$ cat config.mk
export PLATFORM = sky130hd
export DESIGN_NAME = bram_word_reader
export DESIGN_NICKNAME = d
export VERILOG_FILES = /design/src/rtl/bram_word_reader_pkg.sv /design/src/rtl/bram_word_reader.sv
export SDC_FILE = /design/constraint.sdc
export NUM_CORES = 1
export LEC_CHECK = 0
export CORE_MARGIN = 2
export CORE_UTILIZATION = 50
export CTS_CLUSTER_DIAMETER = 100
export DETAILED_ROUTE_END_ITERATION = 10
export PLACE_DENSITY = 0.8
export SLEW_MARGIN = 20
export SYNTH_ARGS = -nofsm -noshare
export SYNTH_HDL_FRONTEND = slang
export SYNTH_SLANG_ARGS = --single-unit
$ cat constraint.sdc
create_clock -name clk -period 4.3 [get_ports clk]
set_input_delay 0.645 -clock clk [delete_from_list [all_inputs] [get_ports clk]]
set_output_delay 0.645 -clock clk [all_outputs]
set_load 0.02 [all_outputs]
$ cat src/rtl/bram_word_reader_pkg.sv
// Shared constants for the byte-RAM word reader: FSM encodings and word geometry.
package bram_word_reader_pkg;

    localparam logic [1:0] ST_IDLE = 2'd0;
    localparam logic [1:0] ST_READ = 2'd1;
    localparam logic [1:0] ST_DONE = 2'd2;

    localparam int unsigned WORD_BYTES = 4;
    localparam int unsigned CNT_W      = 2;

endpackage

$ cat src/rtl/bram_word_reader.sv
// Fetches a 32-bit little-endian word from a byte-wide block RAM as four byte reads.
// Optional macro BRAM_WORD_READER_ALIGN_CHECK_EN rejects requests with i_addr[1:0] != 0.
module bram_word_reader
    import bram_word_reader_pkg::*;
#(
    parameter int unsigned ADDR_WIDTH = 8
) (
    input  logic                  clk,
    input  logic                  i_rst_n,
    input  logic                  i_start,
    input  logic [ADDR_WIDTH-1:0] i_addr,
    output logic                  o_busy,
    output logic                  o_done,
    output logic                  o_err,
    output logic [31:0]           o_word,
    output logic                  o_re,
    output logic [ADDR_WIDTH-1:0] o_raddr,
    input  logic [7:0]            i_rdata
);

    logic [1:0]            state;
    logic [CNT_W-1:0]      cnt;
    logic [23:0]           shadow;
    logic [31:0]           word;
    logic                  re;
    logic [ADDR_WIDTH-1:0] raddr;
    logic                  done;
`ifdef BRAM_WORD_READER_ALIGN_CHECK_EN
    logic                  err;
`endif

    localparam logic [CNT_W-1:0] LAST_CNT = CNT_W'(WORD_BYTES - 1);

    // The RAM output changes on the falling edge, so the byte for the address
    // driven in cycle cnt is stable at the rising edge that ends that cycle.
    always_ff @(posedge clk) begin
        if (!i_rst_n) begin
            state  <= ST_IDLE;
            cnt    <= '0;
            shadow <= '0;
            word   <= '0;
            re     <= 1'b0;
            raddr  <= '0;
            done   <= 1'b0;
`ifdef BRAM_WORD_READER_ALIGN_CHECK_EN
            err    <= 1'b0;
`endif
        end else begin
            done <= 1'b0;
`ifdef BRAM_WORD_READER_ALIGN_CHECK_EN
            err  <= 1'b0;
`endif
            case (state)
                ST_IDLE: begin
                    if (i_start) begin
`ifdef BRAM_WORD_READER_ALIGN_CHECK_EN
                        if (i_addr[1:0] != 2'b00) begin
                            state <= ST_DONE;
                            done  <= 1'b1;
                            err   <= 1'b1;
                        end else begin
                            state <= ST_READ;
                            cnt   <= '0;
                            re    <= 1'b1;
                            raddr <= i_addr;
                        end
`else
                        state <= ST_READ;
                        cnt   <= '0;
                        re    <= 1'b1;
                        raddr <= i_addr;
`endif
                    end
                end
                ST_READ: begin
                    case (cnt)
                        2'd0:    shadow[7:0]   <= i_rdata;
                        2'd1:    shadow[15:8]  <= i_rdata;
                        2'd2:    shadow[23:16] <= i_rdata;
                        default: ;
                    endcase
                    if (cnt == LAST_CNT) begin
                        word  <= {i_rdata, shadow};
                        re    <= 1'b0;
                        done  <= 1'b1;
                        state <= ST_DONE;
                    end else begin
                        cnt   <= cnt + CNT_W'(1);
                        // Address arithmetic wraps naturally at 2**ADDR_WIDTH.
                        raddr <= raddr + ADDR_WIDTH'(1);
                    end
                end
                ST_DONE: state <= ST_IDLE;
                default: state <= ST_IDLE;
            endcase
        end
    end

    assign o_busy  = (state == ST_READ) || (state == ST_DONE);
    assign o_done  = done;
    assign o_word  = word;
    assign o_re    = re;
    assign o_raddr = raddr;
`ifdef BRAM_WORD_READER_ALIGN_CHECK_EN
    assign o_err   = err;
`else
    assign o_err   = 1'b0;
`endif

endmodule
### Word-level counts from Yosys, hierarchy flattened

Index checks and enable logic that the tools add are counted.

* register bits after elaboration: 70
* output and inout bits: 44
* logic and storage cells: 44
* bits of input ports: 19

* equal/unequal tests: 8
* muxes and demuxes: 13
* reductions and logical operators: 12
* add/sub/neg operators: 2

Operators by type and width (number)
* 8-bit 2-to-1 mux: 2
* 8-bit case mux with 2 select lines: 1
* 2-bit AND reduction: 6
* 8-bit by 1-bit adder with 8-bit output (second input constant): 1
* 2-bit 2-to-1 mux: 4
* 2-bit case mux with 2 select lines: 2
* 2-bit equality test (second input constant): 3
* 2-bit inequality test (second input constant): 3
* 3-bit AND reduction: 2
* 2-bit by 1-bit equality test with 1-bit output (second input constant): 2
* 2-bit logical NOT: 2
* 1-bit 2-to-1 mux: 3
* 2-bit by 1-bit adder with 2-bit output (second input constant): 1
* 1-bit case mux with 2 select lines: 1
* 2-bit nonzero test: 1
* 1-bit logical OR: 1

### Depth between registers and ports, before layout

* depth after elaboration: 3
* gate-level depth with buffers: 8
* mapped depth without buffers: 6

### Worst setup path after synthesis

Ideal clock, no wire load.

* kind: reg2reg
* start: register state[0]
* end: register raddr[6], in the netlist o_raddr[6]
* period minus slack after synthesis: 1.722 ns
* buffers on the path: 0
* setup slack: 2.578 ns
* cell stages (with the launch flop): 7
* setup time: 0.074 ns
* data arrival time: 1.648 ns
* required time: 4.226 ns
* cell sequence: dfxtp_1 -> inv_1 -> ha_1 -> mux2i_1 -> or4_1 -> or3_1 -> a31oi_1

* cells in the longest elaborated chain, start to end: 3
* elaborated cells on any way between the ends: 7
* classes of those cells: eq/ne: 3; mux: 1; reduce/logical: 3

Ends and longest elaborated chain
* start, declared: RTL line bram_word_reader.sv:21 `logic [1:0] state;`
* start signal, assigned: RTL line bram_word_reader.sv:38 `state <= ST_IDLE;`
* start signal, assigned: RTL line bram_word_reader.sv:68 `state <= ST_READ;`
* start signal, assigned: RTL line bram_word_reader.sv:86 `state <= ST_DONE;`
* 2-bit by 1-bit equality test with 1-bit output or 2-bit logical NOT (tied branches): RTL line bram_word_reader.sv:53 `case (state)`
* 2-bit inequality test (no line) or 2-bit nonzero test (tied branches)
* 3-bit AND reduction (no line)
* end signal, assigned: RTL line bram_word_reader.sv:71 `raddr <= i_addr;`
* end signal, assigned: RTL line bram_word_reader.sv:90 `raddr <= raddr + ADDR_WIDTH'(1);`
* end, declared: RTL line bram_word_reader.sv:26 `logic [ADDR_WIDTH-1:0] raddr;`

Several ways; a longest one is shown, not always the timed one.
A chain may end at the register's enable or synchronous reset.

### Final worst setup path

* start: register state[1]
* end: register raddr[6], in the netlist o_raddr[6]

Same word-level chain as after synthesis.

==> impl_metrics.toml <==
[status]
status = "finished clean"

[cells_and_area]
nNetsFinal = 424
finalNonFillerCells = 472
antennaDiodeCount = 0
mostFrequentLayoutCells = "nand2_1, dfxtp_1, a21oi_1, clkdlybuf4s50_1, nand3_1"
final_layout_size_suffix_gt1_share_pct = 5.22
syn_to_final_growth_pct = 31.2
final_common_cell = "nand2_1"
final_area_sq_um = 3600

[synth]
synth.distinct_cells = 31
synth_simple_gate_area_share_pct = 23.1
synth_top_area_cell = "dfxtp_1"
synth_compound_area_share_pct = 16.4
syn_area_sq_um = 2750
syn_inst = 346
synthAdderAreaFrac_pct = 3.64
yosys_warnings = 0
synth_nets = 373
synth_top_family_by_area = "simple AND/OR/NAND/NOR gates"
avgSynthCellArea_sq_um = 7.94
yosysTopAreaCellShare_pct = 51.0
synth_area_leaders = "dfxtp_1, nand2_1, a21oi_1, nand3_1, ha_1"
synth_xor_area_share_pct = 0
synthMuxAreaShare_pct = 1.09
seq_area_frac_synth_pct = 51.0
ys_ff_latch = 70

[placed_design]
pre_cts_ws_ns = 1.85
place_inst = 456
gp_congestion = 0.862
port_buffers = 61
post_dp_cell_area_sq_um = 3370
hpwl_mm = 4.12

[setup_path]
endpoint = "o_raddr[6]"
r2r_cells = 6
reg2reg_slack_ns = 1.81
timing.rr.start = "state[1]"
worst_r2r_endpoint = "o_raddr[6]"
cp.required_ns = 4.54
critPathKind = "flop to flop"
critPathMaxFanout = 20
end_kind = "flop"
critPathLaunchType = "flop"
cp-startpoint = "state[1]"
crit_arrival_ns = 2.73

[pwr]
vdd_drop_max_mv = 0.282
finalPower_mw = 1.49
p_leak_nw = 1.19
cellPowerDensity_nw_per_um2 = 413

[clock_network]
cts_resized = 0
post_cts.repair.setup_buffers = 0
holdBufCountCts = 0
cts_tree = "yes"
clock_sinks = 70
cts_buffers = 9
htree_levels = 3
cts.path.max_buffers = 2
clkTransAtPathRegs_ns = 0.07
root_buffer = "clkbuf_8"
clk_latency_ns = 0.35

[route]
drt_iter0_drc = 155
drt-wirelength-per-cell_um = 13.4
ant_nets = 0
vias = 2541
first_pass_iters = 4
drt_wl_total_mm = 6.33
drc = 0
avgViaCountPerCell = 5.38

[floorplanning]
dieWidth_um = 78.1
coreArea_sq_um = 5200
rows = 26
num_io_pins = 63
die_h_um = 78.1
die_area_sq_um = 6100
start_util_pct = 52.8

[timing]
max_slew.worst_pin.slew_ns = 0.884
relSlewSlack_pct = 41.0
hold_viol_final = 0
fin_skew_ns = 0.00912
period_share_pct = 57.9
layout_min_cycle_time_ns = 2.49
setup_viol = 0
rsz0062_at_grt = "false"
fin_ws_ns = 1.81
drv_slew = 0
max_freq_mhz = 402
fin_tns_setup_ns = 0

[run]
maxCapViolCount = 0

[global_route]
grt_overflow = 0
grt_first_pass_wirelength_mm = 10.4
grt_max_degree = 71
antenna_found_initial = 0
gr-usage-all-layers_pct = 21.6
grt_pass1_vias = 2269

[min_path]
hold_path.class = "flop to flop"
## kinds of logic (layout without fill, tap and decap cells)
kind of cell	after synthesis	count (layout)
mux	3	3
buf+inv	32	88
flops	70	70
other cells	1	1
fa+ha+maj	8	8
simple gates	149	149
compound gates	83	83
## worst min-delay path by stage
stage / from / to / slack [ns] / cells past startpoint
floorplan: shadow[0] / o_word[0] / 0.43 / 2
global placement: shadow[23] / o_word[23] / 0.44 / 2
detailed placement: o_word[6] / o_word[6] / 0.45 / 2
CTS: o_word[6] / o_word[6] / 0.46 / 2
global route: shadow[0] / o_word[0] / 0.48 / 2
finish: o_word[7] / o_word[7] / 0.45 / 2
## Yosys cell counts (all sizes together)
| cell type | count |
|---|---|
| nand2 | 97 |
| dfxtp | 70 |
| a21oi | 65 |
| nand3 | 29 |
| clkbuf | 17 |
| ha | 8 |
| inv | 8 |
| nor2 | 8 |
| buf | 7 |
| a22oi | 4 |
| o22ai | 4 |
| a211oi | 3 |
| mux2i | 3 |
| nor4 | 3 |
| a31oi | 2 |
| nand2b | 2 |
| nand4 | 2 |
| o211ai | 2 |
| o21ai | 2 |
| or3 | 2 |
| or4 | 2 |
| a221oi | 1 |
| and2 | 1 |
| and3 | 1 |
| conb | 1 |
| nor3 | 1 |
| nor3b | 1 |
## report_power, final
group	leakage (nW)	total [mW]	switching (mW)	internal (mW)
logic	0.519	0.192	0.114	0.0783
registers	0.567	0.696	0.0243	0.672
clock network	0.109	0.601	0.255	0.345
total	1.19	1.49	0.394	1.10
## flip-flops by register name, summed over array words and instances, names as in the netlist
register,count
o_word,32
shadow,24
o_raddr,8
cnt,2
state,2
o_done,1
o_re,1
## routing by layer
layer,wire [um],track usage (%),share of wire [%]
met2,3170,35.5,50
met5,0,0,0
met4,86,9.47,1.4
met1,2790,27.2,44
met3,275,5.06,4.3
## worst max-delay path, stage by stage, from the launching register on
cell and delay, ns:
dfxtp_1 0.31, inv_1 0.12, ha_1 0.62, mux2i_1 0.38, or4_1 0.46, or3_1 0.31
a31oi_1 0.19
## metrics by stage
stage	utilization [%]	hold WS, ns
after detailed placement	64.8	0.446
after global placement	64.8	0.438
after CTS	69.2	0.456
final	69.2	0.455
after floorplan	-	0.432
after global routing	69.2	0.475
## area by class of cell
class | instances | area (sq um)
fill | 451 | 1600
sequential | 70 | 1400
multi-input combinational | 244 | 1220
timing repair buffer | 64 | 633
clock buffer | 10 | 138
clock inverter | 6 | 92.6
tap | 70 | 87.6
inverter | 8 | 31.3
No activity file was read; power rests on OpenSTA's default activity.
